### config.mk
export PLATFORM = sky130hd
export DESIGN_NAME = des_iterative_engine
export DESIGN_NICKNAME = d
export VERILOG_FILES = /design/src/rtl/des_iterative_engine.sv
export SDC_FILE = /design/constraint.sdc
export NUM_CORES = 1
export LEC_CHECK = 0
export BUFFER_PORTS_ARGS = -buffer_cell sky130_fd_sc_hd__buf_4
export CAP_MARGIN = 20
export CORE_MARGIN = 5
export CORE_UTILIZATION = 50
export CTS_CLUSTER_SIZE = 24
export DETAILED_ROUTE_END_ITERATION = 16
export GPL_ROUTABILITY_DRIVEN = 0
export HOLD_SLACK_MARGIN = 0.08
export PLACE_DENSITY_LB_ADDON = 0.05
export SYNTH_ARGS = -nofsm -noshare
export SYNTH_HDL_FRONTEND = slang
export SYNTH_SLANG_ARGS = --single-unit
### constraint.sdc
create_clock -name clk -period 4.2 [get_ports clk]
set_input_delay 0.63 -clock clk [delete_from_list [all_inputs] [get_ports clk]]
set_output_delay 0.63 -clock clk [all_outputs]
set_load 0.005 [all_outputs]
### src/rtl/des_iterative_engine.sv
// Iterative DES Feistel core: one shared round datapath, on-the-fly key schedule.
// Consumes IP-permuted blocks and returns pre-FP blocks; IP/FP live in the wrapper.
//   state | meaning
//   IDLE  | waiting for a block, in_ready high
//   RUN   | one Feistel round per cycle, rnd_q = current round
//   DONE  | out_block valid, held until out_ready
module des_iterative_engine #(
    parameter int ROUNDS     = 16,
    parameter bit SWAP_FINAL = 1'b1
) (
    input  logic        clk,
    input  logic        rst_n,
    input  logic        in_valid,
    output logic        in_ready,
    input  logic [1:64] in_block,
    input  logic [1:64] in_key,
    input  logic        in_decrypt,
    output logic        out_valid,
    input  logic        out_ready,
    output logic [1:64] out_block,
    output logic        busy
);
    typedef enum logic [1:0] {IDLE, RUN, DONE} state_e;

    localparam int CW = $clog2(ROUNDS + 1);
    localparam logic [CW-1:0] RND_LAST = CW'(ROUNDS);

    localparam int PC1 [56] = '{57,49,41,33,25,17, 9, 1,58,50,42,34,26,18,10, 2,59,51,43,35,27,19,11, 3,60,52,44,36,
                               63,55,47,39,31,23,15, 7,62,54,46,38,30,22,14, 6,61,53,45,37,29,21,13, 5,28,20,12, 4};
    localparam int PC2 [48] = '{14,17,11,24, 1, 5, 3,28,15, 6,21,10,23,19,12, 4,26, 8,16, 7,27,20,13, 2,
                               41,52,31,37,47,55,30,40,51,45,33,48,44,49,39,56,34,53,46,42,50,36,29,32};
    localparam int EXP [48] = '{32, 1, 2, 3, 4, 5, 4, 5, 6, 7, 8, 9, 8, 9,10,11,12,13,12,13,14,15,16,17,
                               16,17,18,19,20,21,20,21,22,23,24,25,24,25,26,27,28,29,28,29,30,31,32, 1};
    localparam int PRM [32] = '{16, 7,20,21,29,12,28,17, 1,15,23,26, 5,18,31,10,
                                2, 8,24,14,32,27, 3, 9,19,13,30, 6,22,11, 4,25};
    // Each S-box is 64 nibbles, entry (row*16+col) counted from the most significant nibble.
    localparam logic [255:0] SBOX [8] = '{
        256'hE4D12FB83A6C5907_0F74E2D1A6CB9538_41E8D62BFC973A50_FC8249175B3EA06D,
        256'hF18E6B34972DC05A_3D47F28EC01A69B5_0E7BA4D158C6932F_D8A13F42B67C05E9,
        256'hA09E63F51DC7B428_D709346A285ECBF1_D6498F30B12C5AE7_1AD069874FE3B52C,
        256'h7DE3069A1285BC4F_D8B56F03472C1AE9_A690CB7DF13E5284_3F06A1D8945BC72E,
        256'h2C417AB6853FD0E9_EB2C47D150FA3986_421BAD78F9C5630E_B8C71E2D6F09A453,
        256'hC1AF92680D34E75B_AF427C9561DE0B38_9EF528C3704A1DB6_432C95FABE17608D,
        256'h4B2EF08D3C975A61_D0B7491AE35C2F86_14BDC37EAF680592_6BD814A7950FE23C,
        256'hD2846FB1A93E50C7_1FD8A374C56B0E92_7B419CE206ADF358_21E74A8DFC90356B};

    function automatic int shift_of(input int i);
        return (i == 1 || i == 2 || i == 9 || i == 16) ? 1 : 2;
    endfunction

    function automatic int shift_sum(input int n);
        int s = 0;
        for (int i = 1; i <= n; i++) s += shift_of(i);
        return s;
    endfunction

    localparam int DEC_ROT = shift_sum(ROUNDS) % 28;

    function automatic logic [1:28] rotl(input logic [1:28] x, input int n);
        logic [1:28] o;
        for (int i = 1; i <= 28; i++) o[i] = x[((i - 1 + n) % 28) + 1];
        return o;
    endfunction

    function automatic logic [1:28] key_step(input logic [1:28] x, input logic dec, input int amt);
        if (dec) return (amt == 1) ? rotl(x, 27) : rotl(x, 26);
        return (amt == 1) ? rotl(x, 1) : rotl(x, 2);
    endfunction

    function automatic logic [1:48] f_expand(input logic [1:32] x);
        logic [1:48] o;
        for (int i = 1; i <= 48; i++) o[i] = x[EXP[i-1]];
        return o;
    endfunction

    function automatic logic [1:32] f_perm(input logic [1:32] x);
        logic [1:32] o;
        for (int i = 1; i <= 32; i++) o[i] = x[PRM[i-1]];
        return o;
    endfunction

    function automatic logic [1:32] f_sbox(input logic [1:48] x);
        logic [1:32] o;
        logic [5:0]  b;
        int          idx;
        for (int s = 0; s < 8; s++) begin
            b   = x[6*s+1 +: 6];
            idx = 16 * int'({b[5], b[0]}) + int'(b[4:1]);
            o[4*s+1 +: 4] = SBOX[s][255 - 4*idx -: 4];
        end
        return o;
    endfunction

    function automatic logic [1:56] f_pc1(input logic [1:64] k);
        logic [1:56] o;
        for (int i = 1; i <= 56; i++) o[i] = k[PC1[i-1]];
        return o;
    endfunction

    function automatic logic [1:48] f_pc2(input logic [1:56] cd);
        logic [1:48] o;
        for (int i = 1; i <= 48; i++) o[i] = cd[PC2[i-1]];
        return o;
    endfunction

    state_e         state_q, state_d;
    logic [1:32]    l_q, l_d, r_q, r_d;
    logic [1:28]    c_q, c_d, d_q, d_d;
    logic           dec_q, dec_d, ov_q, ov_d;
    logic [CW-1:0]  rnd_q, rnd_d;
    logic [1:64]    out_q, out_d;
    logic [1:56]    cd0;
    logic [1:32]    l_nx, r_nx;
    logic           accept;
    int             amt;

    assign in_ready  = (state_q == IDLE) | ((state_q == DONE) & out_ready);
    assign accept    = in_valid & in_ready;
    assign out_valid = ov_q;
    assign out_block = out_q;
    assign busy      = (state_q == RUN);

    always_comb begin
        state_d = state_q;
        l_d     = l_q;
        r_d     = r_q;
        c_d     = c_q;
        d_d     = d_q;
        dec_d   = dec_q;
        ov_d    = ov_q;
        rnd_d   = rnd_q;
        out_d   = out_q;
        cd0     = f_pc1(in_key);
        l_nx    = r_q;
        r_nx    = l_q ^ f_perm(f_sbox(f_expand(r_q) ^ f_pc2({c_q, d_q})));
        amt     = dec_q ? shift_of(ROUNDS + 1 - int'(rnd_q)) : shift_of(int'(rnd_q) + 1);

        case (state_q)
            RUN: begin
                l_d = l_nx;
                r_d = r_nx;
                if (rnd_q == RND_LAST) begin
                    out_d   = SWAP_FINAL ? {r_nx, l_nx} : {l_nx, r_nx};
                    ov_d    = 1'b1;
                    state_d = DONE;
                end else begin
                    rnd_d = rnd_q + CW'(1);
                    c_d   = key_step(c_q, dec_q, amt);
                    d_d   = key_step(d_q, dec_q, amt);
                end
            end
            DONE: begin
                if (out_ready) begin
                    ov_d    = 1'b0;
                    state_d = IDLE;
                end
            end
            default: ;
        endcase

        // Decrypt starts from the last round key, so preload C/D rotated by the full schedule sum.
        if (accept) begin
            l_d     = in_block[1:32];
            r_d     = in_block[33:64];
            dec_d   = in_decrypt;
            rnd_d   = CW'(1);
            c_d     = in_decrypt ? rotl(cd0[1:28], DEC_ROT)  : rotl(cd0[1:28], 1);
            d_d     = in_decrypt ? rotl(cd0[29:56], DEC_ROT) : rotl(cd0[29:56], 1);
            state_d = RUN;
        end
    end

    always_ff @(posedge clk or negedge rst_n) begin
        if (!rst_n) begin
            state_q <= IDLE;
            l_q     <= '0;
            r_q     <= '0;
            c_q     <= '0;
            d_q     <= '0;
            dec_q   <= 1'b0;
            ov_q    <= 1'b0;
            rnd_q   <= '0;
            out_q   <= '0;
        end else begin
            state_q <= state_d;
            l_q     <= l_d;
            r_q     <= r_d;
            c_q     <= c_d;
            d_q     <= d_d;
            dec_q   <= dec_d;
            ov_q    <= ov_d;
            rnd_q   <= rnd_d;
            out_q   <= out_d;
        end
    end
endmodule
**After elaboration in Yosys (flattened, before gate mapping)**

Cells that the tools add are included.

- Register bits after elaboration: 193
- Bits in latches: 0
- Bits in writable memories: 0
- ROM bits: 0
- Input port bits: 133
- Output and inout port bits: 67
- Logic and storage cells: 108
- Memories: 0

- $add $sub $neg: 19
- $mul: 0
- Div/mod/pow operators: 0
- Order comparisons: 0
- Equal/unequal tests: 17
- Shift operators: 8
- Multiplexer cells: 36
- Bitwise operators: 5
- Reductions and logical operators: 14

Operators by type and width:

| operator | number |
|---|---|
| 259-bit by 10-bit indexed part select with 4-bit output (first input constant) | 8 |
| 28-bit two-way mux | 16 |
| 32-bit two-way mux | 4 |
| 8-bit by 9-bit subtractor with 10-bit output (first input constant) | 8 |
| 6-bit by 4-bit adder with 7-bit output | 8 |
| 48-bit bitwise XOR | 1 |
| 32-bit bitwise XOR | 1 |
| 5-bit two-way mux | 3 |
| 6-bit by 2-bit == test with 1-bit output (second input constant) | 2 |
| 6-bit by 5-bit == test with 1-bit output (second input constant) | 2 |
| 2-bit two-way mux | 6 |
| 5-bit by 1-bit adder with 6-bit output (second input constant) | 1 |
| 6-bit by 1-bit == test with 1-bit output (second input constant) | 1 |
| 6-bit by 3-bit == test with 1-bit output (second input constant) | 1 |
| 6-bit by 4-bit == test with 1-bit output (second input constant) | 1 |
| 6-bit == test (second input constant) | 1 |
| 1-bit logical OR | 6 |
| 3-bit AND reduction | 2 |
| 5-bit by 5-bit subtractor with 6-bit output (first input constant) | 1 |
| 5-bit by 1-bit adder with 5-bit output (second input constant) | 1 |
| 5-bit == test (second input constant) | 1 |
| 1-bit two-way mux | 5 |
| 2-bit by 1-bit == test with 1-bit output (second input constant) | 2 |
| 2-bit inequality test (second input constant) | 2 |
| other kinds (12) | 15 |

**Longest topological paths before layout**

- Depth in word-level cells: 14
- Depth in mapped cells: 12
- Gate-level depth less buffers: 10

**Least setup slack after synthesis**

Ideal clock, no wire load.

- Path type: flip-flop to flip-flop
- From: register r_q, in the netlist l_nx[32]
- To: register out_q, in the netlist out_block[27]
- Library setup time: 0.133 ns
- Arrival: 2.780 ns
- Setup slack: 1.286 ns
- Stages on the path, launching flop included: 11
- Buffers on the path: 0
- Period minus slack after synthesis: 2.914 ns
- Cell sequence: dfrtp_1 xor2_1 inv_1 ha_1 or2_2 mux4_2 nand2b_1 o311ai_0 o21ai_0 xnor2_1 o21ai_0

- Cells in the longest elaborated chain, start to end: 5

RTL lines:

| what | line | RTL |
|---|---|---|
| from (decl) | 107 | `logic [1:32] l_q, l_d, r_q, r_d;` |
| from (signal assigned) | 187 | `r_q <= r_d;` |
| 48-bit bitwise XOR | 135 | `r_nx = l_q ^ f_perm(f_sbox(f_expand(r_q) ^ f_pc2({c_q, d_q})));` |
| 6-bit by 4-bit adder with 7-bit output | 88 | `idx = 16 * int'({b[5], b[0]}) + int'(b[4:1]);` |
| 8-bit by 9-bit subtractor with 10-bit output | 89 | `o[4*s+1 +: 4] = SBOX[s][255 - 4*idx -: 4];` |
| 259-bit by 10-bit indexed part select with 4-bit output | 89 |  |
| 32-bit bitwise XOR | 135 |  |
| to (signal assigned) | 193 | `out_q <= out_d;` |
| to (decl) | 111 | `logic [1:64] out_q, out_d;` |

Every way passes these cells.
A chain may end at the register's enable or synchronous reset.

**Worst setup path after layout**

- From: register r_q, in the netlist l_nx[12]
- To: register out_q, in the netlist out_block[24]

Same word-level chain as after synthesis.

==> flow_metrics.py <==
metrics = {
    "sta": {
        "fin_crit_ns": 3.50,
        "fin_crit_sh": 0.832,
        "fin_worst_skew_ns": 0.0187,
        "maxSlewViolCount": 0,
        "tns_ns": 0,
        "max_clock_freq_mhz": 286,
        "finalHoldViolCount": 0,
        "rsz0062_at_grt": "no",
        "max_slew_margin": 0.281,
        "finalSetupViolCount": 0,
        "worst_pin_slew_ns": 1.07,
    },
    "setup_path": {
        "required_ns": 4.48,
        "crit_fanout": 12,
        "path_class": "register to register",
        "crit_top_cell": "o21ai_1",
        "crit_arrival_ns": 3.78,
        "max_stage_delay_ns": 0.56,
        "r2r-end": "out_block[24]$_DFFE_PN0P_",
        "crit_slowest_cell": "dfrtp_1",
        "cp-start-kind": "register",
        "r2r_slack_ns": 0.70,
        "critPathCaptureType": "register",
        "crit_chain": "xor2_2, ha_1, mux4_2, and2_1, a31o_2, o21ai_1, xnor2_1, o21ai_1",
        "reg2reg_depth": 8,
        "rr_startpoint": "l_nx[12]$_DFFE_PN0P_",
    },
    "final_layout": {
        "nets": 2051,
        "area_growth_pct": 16.1,
        "fillers": 2791,
        "drive_gt1_frac": 0.198,
        "antenna_cells": 0,
    },
    "clock_network": {
        "cts_setup_buffers": 0,
        "clk_pin_slew_worst_paths_ns": 0.08,
        "h-tree-depth": 4,
        "ctsHoldBuffers": 0,
        "cts.sinks": 193,
        "cts_tree": "done",
        "cts_buffers": 17,
        "insertion_delay_ns": 0.45,
        "cts_root_buffer": "clkbuf_16",
        "cts_resized": 0,
        "clockBufferDepth": 2,
    },
    "placed_design": {
        "io_buffers": 191,
        "hpwl_um": 33400,
    },
    "detailed_routing": {
        "viasPerCell": 6.32,
        "ant_nets": 0,
        "drt_iter0_markers": 1338,
        "avgRoutedWirePerCell_um": 20.9,
        "via_count": 14300,
        "drc_errors": 0,
        "firstDrtPassIters": 6,
        "routed_wl_um": 47300,
    },
    "logic_synthesis": {
        "yosysWarnings": 0,
        "yosys.cell_types.count": 69,
        "syn_inst": 1731,
        "netlist_area_um2": 15300,
        "async_flop_share": 1.00,
        "ys_ff_latch": 193,
        "postSynthAreaPerCell_um2": 8.81,
        "yosysSeqAreaShare": 0.317,
        "synth_area_leaders": "dfrtp_1 32%, a21oi_1 6.6%, mux2i_1 6.6%",
        "synth_nets": 1931,
        "synth_top_cell_area_share": 0.317,
        "synth_edf_count": 0,
        "synth_largest_area_cell": "dfrtp_1",
        "ys.flop_type": "dfrtp_1",
    },
    "floorplan": {
        "row_count": 64,
        "die_h_um": 185,
        "pin_count": 200,
        "die_area_um2": 34100,
        "initial_core_util": 0.503,
        "core_area_um2": 30300,
        "die_w_um": 185,
    },
    "grt": {
        "grt_usage": 0.271,
        "grt_pass1_vias": 13400,
        "overflow": 0,
        "grt_pass1_wl_um": 74300,
        "grt_max_degree": 85,
        "antenna_found_initial": 0,
    },
    "status": {
        "status": "completed",
    },
    "worst_hold_path": {
        "hold_class": "input pin to asynchronous set/reset pin",
    },
    "job": {
        "cap_violations": 0,
    },
}
[layout by cell type (no fill, tap or decap), types with 9 or more instances in the layout]
cell	count
o211ai_1	20
mux4_2	23
o21ai_1	13
mux2i_1	100
o21ai_0	144
xnor2_1	75
nor3_1	31
mux2_2	42
inv_1	35
a22oi_1	58
o32a_1	58
a22o_1	9
xor2_1	54
nor2_1	58
o2111ai_1	9
clkbuf_16	17
a211oi_1	17
a21oi_1	202
a31oi_1	18
ha_1	67
buf_4	241
nand3_1	85
nand2_1	161
dfrtp_1	193
[worst max-delay path by stage]
stage,startpoint,to,slack (ns),cells past startpoint
finish,l_nx[12]$_DFFE_PN0P_,out_block[24]$_DFFE_PN0P_,0.70,8
detailed placement,l_nx[12]$_DFFE_PN0P_,out_block[24]$_DFFE_PN0P_,0.74,8
floorplan,l_nx[32]$_DFFE_PN0P_,out_block[27]$_DFFE_PN0P_,1.29,10
global route,c_q[24]$_DFFE_PN0P_,out_block[9]$_DFFE_PN0P_,0.61,9
global placement,l_nx[12]$_DFFE_PN0P_,out_block[24]$_DFFE_PN0P_,0.74,8
CTS,l_nx[12]$_DFFE_PN0P_,out_block[24]$_DFFE_PN0P_,0.71,8
[layer usage]
layer  up-vias  GRT usage  share of wire
li1       6685          -              -
met1      6938      0.400           0.45
met2       618      0.415           0.45
met3        50     0.0462          0.078
met4         0     0.0705          0.022
met5         -          0              0
[cells in the mapped netlist, types with 23 or more instances]
cell and instances:
a22oi_1 58, mux2_2 42, inv_1 35, ha_1 67, nor3_1 31, o32a_1 59
nand3_1 85, nor2_1 60, xnor2_1 75, mux4_2 23, clkbuf_1 102, a21oi_1 202
mux2i_1 100, dfrtp_1 193, xor2_1 54, buf_2 26, nand2_1 162, o21ai_0 144
[through the flow]
| step | instances | util | worst slack, ns | hold slack, ns | cell area [um^2] |
|---|---|---|---|---|---|
| 3_5_place_dp | 2227 | 0.564 | 0.740 | 0.472 | 17100 |
| 5_1_grt | 2260 | 0.584 | 0.608 | 0.283 | 17700 |
| 4_1_cts | 2259 | 0.583 | 0.707 | 0.269 | 17700 |
| 3_3_place_gp | 2226 | 0.563 | 0.742 | 0.467 | 17100 |
| 2_1_floorplan | 1731 | - | 1.29 | 0.334 | 15300 |
| 6_report | 2260 | 0.584 | 0.704 | 0.229 | 17700 |
[area by class of cell]
type / count / area [um^2] / area share
clock buffer: 17 / 425 / 0.0240
clock inverter: 15 / 168 / 0.00947
inverter: 40 / 153 / 0.00862
multi-input combinational: 1355 / 9780 / 0.552
sequential: 193 / 4830 / 0.273
tap: 396 / 495 / 0.0280
timing repair buffer: 244 / 1860 / 0.105
[cell families after synthesis]
logic type      synth area share
fa+ha+maj                 0.0550
buf+inv                   0.0476
compound gates             0.262
xor+xnor                  0.0826
flops                      0.317
simple gates               0.104
mux                        0.133
[sequential cells by signal, indices dropped and copies added (netlist names)]
signal	count
c_q	28
dec_q	1
l_q	32
state_q	2
l_nx	32
d_q	28
out_valid	1
out_block	64
rnd_q	5
[critical path, delay by kind of cell, from the launching register on]
family | cells | cell delay, ns
xor gates and xnor gates | 2 | 0.81
DFF | 1 | 0.56
and+or+nand+nor | 1 | 0.17
AOI/OAI and AO/OA | 3 | 0.85
adders and majority gates | 1 | 0.46
muxes | 1 | 0.48
Power is not shown: default switching activity piles up to over one toggle a cycle in this logic, so the estimate is an artifact.
